--- src/rtl/inst_decode_stage.sv ---
// IF/ID stage: decodes RV32I fields, immediates and class into a registered bundle,
// with a one-entry skid buffer so that an execute stall never drops a fetched instruction.
module inst_decode_stage #(
  parameter int unsigned XLEN = 32
) (
  input  logic            clk,
  input  logic            rst,
  input  logic            inst_ready,
  input  logic [XLEN-1:0] inst_code,
  input  logic [XLEN-1:0] cur_inst_addr,
  input  logic [XLEN-1:0] next_inst_addr,
  input  logic            control_hazard,
  input  logic            flush,
  input  logic            ex_ready,
  output logic            next_en,
  output logic            dec_valid,
  output logic [XLEN-1:0] dec_pc,
  output logic [XLEN-1:0] dec_next_pc,
  output logic [XLEN-1:0] dec_inst,
  output logic [4:0]      dec_rd,
  output logic [4:0]      dec_rs1,
  output logic [4:0]      dec_rs2,
  output logic [2:0]      dec_funct3,
  output logic [6:0]      dec_funct7,
  output logic [XLEN-1:0] dec_imm,
  output logic [10:0]     dec_class,
  output logic            dec_is_mret,
  output logic            dec_pred_nt,
  output logic            dec_illegal
);

  typedef enum logic [6:0] {
    OP_LUI    = 7'b0110111,
    OP_AUIPC  = 7'b0010111,
    OP_JAL    = 7'b1101111,
    OP_JALR   = 7'b1100111,
    OP_BRANCH = 7'b1100011,
    OP_LOAD   = 7'b0000011,
    OP_STORE  = 7'b0100011,
    OP_ALUI   = 7'b0010011,
    OP_ALUR   = 7'b0110011,
    OP_SYSTEM = 7'b1110011,
    OP_FENCE  = 7'b0001111
  } opcode_e;

  // Bit positions inside the one-hot dec_class vector.
  typedef enum int unsigned {
    C_LUI, C_AUIPC, C_JAL, C_JALR, C_BRANCH, C_LOAD,
    C_STORE, C_ALUI, C_ALUR, C_SYSTEM, C_FENCE
  } class_e;

  typedef struct packed {
    logic [XLEN-1:0] pc;
    logic [XLEN-1:0] npc;
    logic [XLEN-1:0] inst;
    logic [4:0]      rd;
    logic [4:0]      rs1;
    logic [4:0]      rs2;
    logic [2:0]      f3;
    logic [6:0]      f7;
    logic [XLEN-1:0] imm;
    logic [10:0]     cls;
    logic            mret;
    logic            pred_nt;
    logic            illegal;
  } bundle_t;

  bundle_t dec_b;
  bundle_t out_q, out_d;
  bundle_t skid_q, skid_d;
  logic    dec_valid_q, dec_valid_d;
  logic    skid_valid_q, skid_valid_d;

  logic [XLEN-1:0] imm_i, imm_s, imm_b, imm_u, imm_j;
  logic            can_load, accept;

  assign imm_i = XLEN'($signed(inst_code[31:20]));
  assign imm_s = XLEN'($signed({inst_code[31:25], inst_code[11:7]}));
  assign imm_b = XLEN'($signed({inst_code[31], inst_code[7], inst_code[30:25],
                                inst_code[11:8], 1'b0}));
  assign imm_u = XLEN'($signed({inst_code[31:12], 12'b0}));
  assign imm_j = XLEN'($signed({inst_code[31], inst_code[19:12], inst_code[20],
                                inst_code[30:21], 1'b0}));

  always_comb begin
    dec_b      = '0;
    dec_b.pc   = cur_inst_addr;
    dec_b.npc  = next_inst_addr;
    dec_b.inst = inst_code;
    dec_b.rd   = inst_code[11:7];
    dec_b.rs1  = inst_code[19:15];
    dec_b.rs2  = inst_code[24:20];
    dec_b.f3   = inst_code[14:12];
    dec_b.f7   = inst_code[31:25];
    dec_b.mret = (inst_code == XLEN'(32'h3020_0073));
    case (inst_code[6:0])
      OP_LUI:    begin dec_b.cls[C_LUI]    = 1'b1; dec_b.imm = imm_u; end
      OP_AUIPC:  begin dec_b.cls[C_AUIPC]  = 1'b1; dec_b.imm = imm_u; end
      OP_JAL:    begin dec_b.cls[C_JAL]    = 1'b1; dec_b.imm = imm_j; end
      OP_JALR:   begin dec_b.cls[C_JALR]   = 1'b1; dec_b.imm = imm_i; end
      OP_BRANCH: begin dec_b.cls[C_BRANCH] = 1'b1; dec_b.imm = imm_b; end
      OP_LOAD:   begin dec_b.cls[C_LOAD]   = 1'b1; dec_b.imm = imm_i; end
      OP_STORE:  begin dec_b.cls[C_STORE]  = 1'b1; dec_b.imm = imm_s; end
      OP_ALUI:   begin dec_b.cls[C_ALUI]   = 1'b1; dec_b.imm = imm_i; end
      OP_ALUR:   dec_b.cls[C_ALUR]   = 1'b1;
      OP_SYSTEM: dec_b.cls[C_SYSTEM] = 1'b1;
      OP_FENCE:  dec_b.cls[C_FENCE]  = 1'b1;
      default:   dec_b.illegal = 1'b1;
    endcase
    // Prediction flag only carries meaning for conditional branches.
    dec_b.pred_nt = control_hazard & dec_b.cls[C_BRANCH];
  end

  assign next_en  = !skid_valid_q;
  assign can_load = !dec_valid_q || ex_ready;
  assign accept   = inst_ready && next_en;

  always_comb begin
    out_d        = out_q;
    skid_d       = skid_q;
    dec_valid_d  = dec_valid_q;
    skid_valid_d = skid_valid_q;
    if (flush) begin
      dec_valid_d  = 1'b0;
      skid_valid_d = 1'b0;
    end else if (can_load && skid_valid_q) begin
      out_d        = skid_q;
      dec_valid_d  = 1'b1;
      skid_valid_d = 1'b0;
    end else if (can_load && accept) begin
      out_d       = dec_b;
      dec_valid_d = 1'b1;
    end else if (can_load) begin
      dec_valid_d = 1'b0;
    end else if (accept) begin
      skid_d       = dec_b;
      skid_valid_d = 1'b1;
    end
  end

  always_ff @(posedge clk or posedge rst) begin
    if (rst) begin
      out_q        <= '0;
      skid_q       <= '0;
      dec_valid_q  <= 1'b0;
      skid_valid_q <= 1'b0;
    end else begin
      out_q        <= out_d;
      skid_q       <= skid_d;
      dec_valid_q  <= dec_valid_d;
      skid_valid_q <= skid_valid_d;
    end
  end

  assign dec_valid   = dec_valid_q;
  assign dec_pc      = out_q.pc;
  assign dec_next_pc = out_q.npc;
  assign dec_inst    = out_q.inst;
  assign dec_rd      = out_q.rd;
  assign dec_rs1     = out_q.rs1;
  assign dec_rs2     = out_q.rs2;
  assign dec_funct3  = out_q.f3;
  assign dec_funct7  = out_q.f7;
  assign dec_imm     = out_q.imm;
  assign dec_class   = out_q.cls;
  assign dec_is_mret = out_q.mret;
  assign dec_pred_nt = out_q.pred_nt;
  assign dec_illegal = out_q.illegal;

endmodule

--- config.mk ---
export PLATFORM = sky130hd
export DESIGN_NAME = inst_decode_stage
export DESIGN_NICKNAME = d
export VERILOG_FILES = /design/src/rtl/inst_decode_stage.sv
export SDC_FILE = /design/constraint.sdc
export NUM_CORES = 1
export LEC_CHECK = 0
export CORE_ASPECT_RATIO = 1.1
export CORE_MARGIN = 3
export CORE_UTILIZATION = 51
export DETAILED_ROUTE_END_ITERATION = 16
export GPL_ROUTABILITY_DRIVEN = 1
export HOLD_SLACK_MARGIN = 0.03
export PLACE_DENSITY = 0.83
export REMOVE_ABC_BUFFERS = 1
export SLEW_MARGIN = 10
export SYNTH_ARGS = -nofsm -noshare
export SYNTH_HDL_FRONTEND = slang
export SYNTH_SLANG_ARGS = --single-unit
--- constraint.sdc ---
create_clock -name clk -period 13.9 [get_ports clk]
set_clock_uncertainty 0.2 [all_clocks]
set_input_delay 3.475 -clock clk [delete_from_list [all_inputs] [get_ports clk]]
set_output_delay 3.475 -clock clk [all_outputs]
set_load 0.1 [all_outputs]
After elaboration in Yosys (flattened, before gate mapping)
Cells that the tools add are included.
Widths: inputs -> output; s select.
{"block": "word_totals", "regBits": 336, "in_bits": 102, "word_cells": 86}
{"block": "op_classes", "eq_ne": 14, "muxes": 24, "n_bitwise": 5, "reduce_logical": 15}
{"operator": "$mux 167", "count": 2}
{"operator": "$pmux 32 s5", "count": 1}
{"operator": "$eq 32x30->1 const B", "count": 1}
{"operator": "$eq 7x7->1 const B", "count": 4}
{"operator": "$eq 7x6->1 const B", "count": 3}
{"operator": "$mux 1", "count": 21}
{"operator": "$eq 7x5->1 const B", "count": 2}
{"operator": "$reduce_or 11->1", "count": 1}
{"operator": "$eq 7x2->1 const B", "count": 1}
{"operator": "$eq 7x4->1 const B", "count": 1}
{"operator": "$reduce_and 5->1", "count": 1}
{"operator": "$not 1->1", "count": 4}
{"operator": "$reduce_bool 4->1", "count": 1}
{"operator": "$logic_and 1x1->1", "count": 3}
{"operator": "$ne 3x2->1 const B", "count": 1}
{"operator": "$ne 3x3->1 const B", "count": 1}
{"operator": "$reduce_and 3->1", "count": 1}
{"operator": "$reduce_bool 3->1", "count": 1}
{"operator": "$reduce_or 3->1", "count": 1}
{"operator": "$logic_not 1->1", "count": 2}
{"operator": "$reduce_and 2->1", "count": 1}
{"operator": "$reduce_bool 2->1", "count": 1}
{"operator": "$reduce_or 2->1", "count": 1}
{"operator": "$and 1x1->1", "count": 1}
{"operator": "$logic_or 1x1->1", "count": 1}

Logic depth before layout (Yosys ltp)
Gate-level depths: netlist of run 1.
{"block": "depth", "depth_word": 7, "mapped_depth": 9}

Worst setup path after synthesis of run 1
No wires, ideal clock.
{"block": "synth_path", "kind": "reg2out", "from": "register skid_valid_q", "to": "output next_en", "arrival_ns": 1.547, "required_time_ns": 10.225, "setup_slack_ns": 8.678, "stages_incl_launch_ff": 3, "n_path_buf": 1, "path_cell_list": "dfrtp_1 > inv_2 > buf_1"}
{"block": "synth_between", "elab_chain_cells": 1}
{"item": "from (decl)", "line_no": "72", "rtl": "logic skid_valid_q, skid_valid_d;"}
{"item": "from (signal assigned)", "line_no": "151", "rtl": "skid_valid_q <= skid_valid_d;"}
{"item": "$logic_not 1->1", "line_no": "114", "rtl": "assign next_en = !skid_valid_q;"}
{"item": "to (decl)", "line_no": "15", "rtl": "output logic next_en,"}
No other way between the ends.

Final worst setup path of run 1
{"block": "layout_path", "from": "input ex_ready", "to": "register out_q (netlist bit dec_imm[21])"}
{"block": "layout_between", "elab_chain_cells": 4, "word_cells_on_any_way": 6}
{"item": "from (decl)", "line_no": "14", "rtl": "input logic ex_ready,"}
{"item": "$logic_or 1x1->1 (*)", "line_no": "115", "rtl": "assign can_load = !dec_valid_q || ex_ready;"}
{"item": "$logic_and 1x1->1, on equally long branches", "line_no": "126, 130"}
{"item": "$reduce_bool 2->1 (no source line)"}
{"item": "$reduce_and 2->1 (no source line)"}
{"item": "to (signal assigned)", "line_no": "148", "rtl": "out_q <= out_d;"}
{"item": "to (decl)", "line_no": "69", "rtl": "bundle_t out_q, out_d;"}
Every way passes the cells marked *; elsewhere a longest branch is shown, timed or not.
A chain may end at the register's enable or synchronous reset.

==> flow_summary.toml, run 1 <==
[status]
status = "finished clean"

[routing]
avgRoutedWirePerCell_um = 18.4
avgViaCountPerCell = 5.77
drcViolationCount = 0
final_antenna_net_count = 0
num_vias = 10619
drtPass1Iterations = 6
drt_wl_total_um = 33800
first_iter_violations = 722

[yosys]
async_reset_ff_frac = 1.00
synth_edf_count = 0
synth.area.top_cells = "dfrtp_1 59%, nand2_1 14%, o21ai_0 5.5%, o22ai_1 5.3%, clkbuf_1 2.0%"
yosysMostFrequentCell = "nand2_1"
synth_cells = 1334
yosys_warnings = 0
synth_top_cells_by_count = "447 x nand2_1, 286 x dfrtp_1, 134 x o21ai_0"
synth_cell_types = 45
synth-main-ff-cell = "dfrtp_1"
synth_seq_cells = 286
ys_seq_area_frac = 0.587
synth_top_area_share = 0.587
synth_top_area_cell = "dfrtp_1"
synth_area_um2 = 12200
syn_area_per_cell_um2 = 9.14

[timing]
fmax_ghz = 0.154
worst_slew_pin_slew_ps = 1190
setup_viol = 0
finalHoldViolations = 0
max_slew_margin = 0.200
grt_setup_unrepaired = "false"
fin_setup_tns_ps = 0
finalMaxSlewViolations = 0
setup_slack_ps = 7390
min_period_ps = 6510
period_share = 0.468

[power_and_ir_drop]
finalPower_uw = 2810
leakage_uw = 0.00696
pwr_density_cell_nw_per_um2 = 179
max-vdd-ir-drop_uv = 130

[critical_path]
crit_buf_inv = 2
critPathTopFamily = "simple AND/OR/NAND/NOR gates"
slowest_delay_ps = 1120
path_depth = 6
crit_type = "input pin to flip-flop"
r2r_cells = 5
critPathRequiredTime_ps = 14040
start_kind = "input pin"
path_max_fanout = 90
crit_path_top_delay_cell = "nor4_2"
crit_chain = "clkdlybuf4s50_1 -> nor2b_1 -> or3_4 -> buf_4 -> nor4_2 -> a211oi_1"
end_kind = "flip-flop"
cp.arrival_ps = 6650

[clock_tree]
htree_levels = 1
cts_tree = "yes"
clockBufferDepth = 3
post_cts_buffers = 0
cts_buffers = 28
cts-root-buf = "clkbuf_16"
clkTransAtPathRegs_ps = 60
clk-insertion-delay-late_ps = 530
ctsHoldBuffers = 0
cts_sinks = 286
cts_resized = 0

[floorplanning]
fp.coreArea_um2 = 23100
dieArea_um2 = 25800
rows = 58
start_util = 0.526
die-height_um = 168
die-width_um = 153
io_pins = 271

[place]
io_buffers = 270
dp_hpwl_um = 20900
dpl_cell_area_um2 = 14700
gp_congestion = 0.791
pre_cts_ws_ps = 6940

[cells_and_area]
syn_to_final_growth_pct = 28.7
utilization = 0.677
final_area_um2 = 15700
fillCellCount = 1783
final_net_count = 1621
diodes = 0
drive_gt1_frac = 0.0487
regArea_um2 = 7160
multiInputGateArea_um2 = 4350

[global_routing]
grt-ovfl-total = 0
grt.total_usage = 0.256
grt_pass1_wl_um = 55200
grt_antenna_before_repair = 1
grt_max_degree = 132
first_global_vias = 10698

[job]
cap_violations = 0

[min_path]
whs_path_depth = 2
min_path_type = "flip-flop to flip-flop"
[power by group]
| group | switching (uW) | leakage, uW | internal, uW |
|---|---|---|---|
| clock network | 314 | 0.000483 | 473 |
| registers | 89.2 | 0.00360 | 977 |
| logic | 739 | 0.00288 | 218 |
[registers in the layout, indices dropped and copies added (netlist names), 11 cells and up]
signal,flops
dec_inst,31
dec_next_pc,32
dec_pc,32
skid_q,142
dec_class,11
dec_imm,32
[final cells by class]
type	instances	area share
clock buffers	41	0.0536
flip-flops and latches	286	0.456
inverters	5	0.00184
well taps	300	0.0239
multi-input cells	915	0.278
clock inverters	10	0.00798
repair buffers	283	0.179
[worst paths after layout]
check,slack (ps),start,to
min reg2reg,270,skid_q[124],skid_q[124]
max reg2reg,10330,dec_valid,dec_imm[21]
max,7390,ex_ready,dec_imm[21]
max in group asynchronous,8570,rst,dec_imm[22]
min,270,skid_q[124],skid_q[124]
min in group asynchronous,3300,rst,skid_q[103]
[through the flow]
step	hold slack [ps]	cells
after detailed placement	262	1789
after CTS	278	1840
final	275	1840
after global routing	293	1840
after floorplan	240	1206
after global placement	252	1789
[layer usage]
| layer | global-route usage | vias to the layer above | wire, um |
|---|---|---|---|
| li1 | - | 4879 | - |
| met4 | 0.0883 | 2 | 1090 |
| met5 | 0 | - | 13 |
| met3 | 0.0422 | 68 | 2420 |
| met2 | 0.427 | 471 | 16400 |
| met1 | 0.345 | 5199 | 13900 |
[worst min-delay path: stages, from the launching register on]
cell     delay (ps)
dfrtp_1         340
nand2_1          50
nand2_1          50
[placed cells by master (no fill, tap or decap), types with 2 or more instances in the layout]
cell             instances
nor3_2                   2
o21ai_1                  9
nor2_1                  55
mux2_2                   2
nor2_4                   2
o22ai_1                104
clkbuf_1                 5
nand3_1                  7
a211oi_1                31
clkbuf_8                 7
a31oi_1                  6
clkdlybuf4s50_1        270
a21oi_1                 26
inv_1                    3
bufinv_16                3
clkinv_2                 7
nor3_1                  38
o21bai_1                 3
nor3b_1                  5
o21ai_0                134
clkbuf_16               29
nand3b_1                 3
nor4_1                  10
o32ai_1                  2
nand2b_1                 2
nand4b_1                 2
nand2_1                446
a22oi_1                  4
nor2b_1                  4
buf_4                   13
dfrtp_1                286
[kinds of logic after synthesis]
group / synth area share
buffers and inverters: 0.0570
AO/OA/AOI/OAI: 0.153
flip-flops: 0.587
AND/OR/NAND/NOR: 0.200
multiplexers: 0.00185
Power figures use the tool's default switching activity.
==> run 2, diff against run 1 <==
- CORE_UTILIZATION: 51 -> 46
- PLACE_DENSITY: 0.83 -> 0.79
- clock period: 13.9 -> 5.8 ns (I/O delays scaled with it)
==> run 2 against run 1 <==
- total power rose by 140%
- clock power rose by 150%
- combinational power rose by 140%
- via count fell by 1.1%
- critical path type unchanged
- critical endpoint is now dec_pc[4]
- largest cell class unchanged
==> flow_summary.toml, run 2 (synthesized netlist as in run 1, its figures left out) <==
[timing]
finalHoldViolations = 0
grt_setup_unrepaired = "false"
setup_viol = 0
period_share = 0.686
fmax_ghz = 0.251
max_slew_margin = 0.200
finalMaxSlewViolations = 0
fin_setup_tns_ps = 0
setup_slack_ps = 1820
worst_slew_pin_slew_ps = 1190
min_period_ps = 3980

[min_path]
min_path_type = "flip-flop to flip-flop"

[critical_path]
start_kind = "input pin"
crit_chain = "clkdlybuf4s50_1 -> nor2b_1 -> nor2_4 -> buf_4 -> buf_4 -> o22ai_1 -> o21ai_0"
critPathTopFamily = "buffers and inverters"
slowest_delay_ps = 600
end_kind = "flip-flop"
crit_type = "input pin to flip-flop"
crit_buf_inv = 3
cp.arrival_ps = 4230
cpMostUsedCell = "buf_4"
crit_path_top_delay_cell = "buf_4"
critPathRequiredTime_ps = 6050
path_max_fanout = 52

[place]
dpl_cell_area_um2 = 14800
dp_cells = 1841
pre_cts_ws_ps = 1250
gp_congestion = 0.807
io_buffers = 270
dp_hpwl_um = 21500

[cells_and_area]
mostFrequentLayoutCell = "nand2_1"
final_area_um2 = 15800
diodes = 0
final-instance-count-excl-fill = 1892
regMostFlops = "skid_q"
regArea_um2 = 7160
final_net_count = 1628
multiInputGateArea_um2 = 4360
largest_register_ff_count = 142
fillCellCount = 2104
syn_to_final_growth_pct = 30.0
final_cell_mix = "446 x nand2_1, 286 x dfrtp_1, 270 x clkdlybuf4s50_1, 134 x o21ai_0, 104 x o22ai_1"
drive_gt1_frac = 0.0517

[global_routing]
grt.total_usage = 0.235
grtUsageMet2 = 0.393
first_global_vias = 10632
grt_max_degree = 142
grt_pass1_wl_um = 55300
grt.busiest_layer = "met2"
met1_usage = 0.320
grt_antenna_before_repair = 1
grt-ovfl-total = 0
met3_usage = 0.0372

[power_and_ir_drop]
pwr_density_cell_nw_per_um2 = 430
cellInternalPower_uw = 4060
seqPwrFrac = 0.374
finalPower_uw = 6800
max-vdd-ir-drop_uv = 313
p_sw_frac = 0.404
p_switching_uw = 2750
comb_power_share = 0.337
clockPowerShare = 0.289
leakage_uw = 0.00700

[routing]
final_antenna_net_count = 0
avgRoutedWirePerCell_um = 17.9
avgViaCountPerCell = 5.55
drt_wl_total_um = 33900
num_vias = 10502
drtPass1Iterations = 7
drcViolationCount = 0
first_iter_violations = 853

[floorplanning]
die-height_um = 177
dieArea_um2 = 28500
fp.coreArea_um2 = 25600
io_pins = 271
start_util = 0.475
die-width_um = 161
rows = 61

[clock_tree]
post_cts_buffers = 0
cts_resized = 0
ctsHoldBuffers = 0
clockBufferDepth = 3
cts_tree = "yes"
cts_buffers = 29
cts_sinks = 286
clk-insertion-delay-late_ps = 550
clkTransAtPathRegs_ps = 60
cts-root-buf = "clkbuf_16"
htree_levels = 1

[job]
cap_violations = 0

[status]
status = "finished clean"
run 2: power groups by stage:
stage	registers (uW)	clock network, uW	logic, uW
final	2550	1960	2300
after global routing	2590	2080	2410
after CTS	2540	1990	2310
after detailed placement	2570	0	2300
after global placement	2560	0	2270
after floorplan	3860	0	376
run 2: path summary, 6_finish.rpt:
kind                       slack, ps      start               to  depth (start not counted)
min                              270  skid_q[3]        skid_q[3]                          2
max in group asynchronous       3120        rst       dec_pc[10]                          3
max reg2reg                     2700  dec_valid        dec_pc[4]                          6
min in group asynchronous       1260        rst  dec_next_pc[15]                          2
max                             1820   ex_ready        dec_pc[4]                          7
min reg2reg                      270  skid_q[3]        skid_q[3]                          2
run 2: per-stage QoR:
step	hold slack, ps	util
floorplan	240	-
global placement	250	0.579
detailed placement	259	0.579
CTS	274	0.618
global route	294	0.618
finish	272	0.618
run 2: worst register-to-register path: stages, from the launching register on:
cell	delay [ps]
dfrtp_1	390
nor2b_1	270
nor2_4	510
buf_4	570
buf_4	620
o22ai_1	240
o21ai_0	190
run 2: layout make-up:
class                      count  area share
clock inverter                11      0.0118
sequential                   286       0.452
timing repair buffer         289       0.181
clock buffer                  40      0.0509
multi-input combinational    915       0.275
tap                          346      0.0273
inverter                       5     0.00182
run 2: routing by layer:
metal | wire, um | vias up
met5 | 9 | -
met2 | 16500 | 387
met3 | 2230 | 60
met4 | 855 | 2
li1 | - | 4892
met1 | 14400 | 5161
==> run 3, diff against run 2 <==
- CORE_UTILIZATION: 46 -> 51
- PLACE_DENSITY: 0.79 -> 0.83
- clock period: 5.8 -> 4 ns (I/O delays scaled with it)
==> run 3 against run 2 <==
- combinational power increased by 45%
- register-to-register slack got worse by 1400 ps
- utilization increased by 6.5 points
- sequential power increased by 45%
- design area decreased by 0.29%
- total power increased by 42%
- flip-flop and latch count unchanged
- count of clock-buffer cells in the layout increased by 1
- first-iteration DRC count decreased by 8.2%
- worst setup slack got worse by 1100 ps
- die area decreased by 9.5%
- largest cell class unchanged
==> flow_summary.toml, run 3 (synthesized netlist as in run 1, its figures left out) <==
[routing]
final_antenna_net_count = 0
avgRoutedWirePerCell_um = 18.2
num_vias = 10584
drtPass1Iterations = 5
avgViaCountPerCell = 5.71
first_iter_violations = 783
drcViolationCount = 0
drt_wl_total_um = 33700

[global_routing]
grt_antenna_before_repair = 2
grt-ovfl-total = 0
grt.total_usage = 0.255
grt_max_degree = 92
grt_pass1_wl_um = 54600
first_global_vias = 10399

[timing]
period_share = 0.824
finalHoldViolations = 0
setup_slack_ps = 703
fmax_ghz = 0.303
max_slew_margin = 0.315
min_period_ps = 3300
grt_setup_unrepaired = "false"
holdWs_ps = 273
fin_setup_tns_ps = 0
setup_viol = 0
finalMaxSlewViolations = 0
worst_slew_pin_slew_ps = 1020

[cells_and_area]
final_net_count = 1635
mostFrequentLayoutCell = "nand2_1"
final_area_um2 = 15800
final_cell_mix = "446 x nand2_1, 286 x dfrtp_1, 240 x clkdlybuf4s50_1, 134 x o21ai_0, 104 x o22ai_1"
syn_to_final_growth_pct = 29.6
final-instance-count-excl-fill = 1853
largest_register_ff_count = 142
regMostFlops = "skid_q"
drive_gt1_frac = 0.0754

[clock_tree]
clockBufferDepth = 3
post_cts_buffers = 0
htree_levels = 1
cts_sinks = 286
cts_resized = 0
cts_buffers = 29
cts_tree = "yes"
clkTransAtPathRegs_ps = 60
ctsHoldBuffers = 0
clk-insertion-delay-late_ps = 540
cts-root-buf = "clkbuf_16"

[critical_path]
crit_chain = "clkdlybuf4s50_1"
crit_type = "flip-flop to primary output"
critPathRequiredTime_ps = 2800
crit_path_top_delay_cell = "clkdlybuf4s50_1"
r2r_slack_ps = 1280
slowest_delay_ps = 1160
timing.rr.start = "skid_valid_q"
worstReg2RegEnd = "dec_imm[18]"
path_depth = 1
end_kind = "primary output"
cp-startpoint = "dec_imm[12]"
crit_buf_inv = 1
cp.arrival_ps = 2100
path_max_fanout = 2
critPathTopFamily = "buffers and inverters"
start_kind = "flip-flop"
crit_end = "dec_imm[12]"
r2r_cells = 4

[job]
cap_violations = 0

[floorplanning]
io_pins = 271
die-height_um = 168
start_util = 0.526
dieArea_um2 = 25800
fp.coreArea_um2 = 23100
die-width_um = 153
rows = 58

[place]
pre_cts_ws_ps = 412
dp_cells = 1802
gp_congestion = 0.830
io_buffers = 270
dpl_cell_area_um2 = 14900
dp_hpwl_um = 21200

[power_and_ir_drop]
pwr_density_cell_nw_per_um2 = 611
leakage_uw = 0.00709
max-vdd-ir-drop_uv = 376

[min_path]
min_path_type = "flip-flop to flip-flop"

[status]
status = "finished clean"
run 3: changes by cell type in the layout (fill, tap and decap cells not counted), moves of 2 or more:
cell	change
clkinv_2	+2
clkdlybuf4s50_1	-30
clkbuf_8	+3
buf_4	+28
buf_12	+9
bufinv_16	-4
clkbuf_1	-2
run 3: metrics by stage:
stage                     utilization  total power, uW
after detailed placement        0.643             7080
after global routing            0.682            10000
final                           0.682             9660
after global placement          0.643             7010
after floorplan                     -             6140
after CTS                       0.682             9710
run 3: final cells by class:
| type | instances | area (um2) |
|---|---|---|
| Sequential cell | 286 | 7160 |
| Tap cell | 300 | 375 |
| Fill cell | 1801 | 7350 |
| Inverter | 5 | 28.8 |
| Antenna cell | 1 | 2.50 |
| Multi-Input combinational cell | 915 | 4350 |
| Clock buffer | 41 | 841 |
| Timing Repair Buffer | 296 | 2960 |
| Clock inverter | 9 | 76.3 |
run 3: report_power, final:
group / internal (uW) / switching (uW) / leakage (uW) / total [uW]
combinational: 767 / 2570 / 0.00303 / 3340
sequential: 3390 / 303 / 0.00360 / 3700
clock: 1520 / 1100 / 0.000455 / 2620
run 3: routing by layer:
layer | part of all wire | up-vias | wire (um) | track usage
met5 | 0.00039 | - | 13 | 0
met4 | 0.026 | 2 | 881 | 0.0757
met3 | 0.073 | 62 | 2460 | 0.0437
met2 | 0.49 | 476 | 16400 | 0.414
met1 | 0.41 | 5131 | 13900 | 0.356
li1 | - | 4913 | - | -
run 3: worst min-delay path by stage:
stage                        to   startpoint  cells after the start  slack (ps)
CTS                   skid_q[7]    skid_q[7]                      2         270
global placement      skid_q[5]    skid_q[5]                      2         250
detailed placement    skid_q[7]    skid_q[7]                      2         260
floorplan             skid_q[5]    skid_q[5]                      2         240
finish              skid_q[162]  skid_q[162]                      2         270
global route        skid_q[148]  skid_q[148]                      2         300
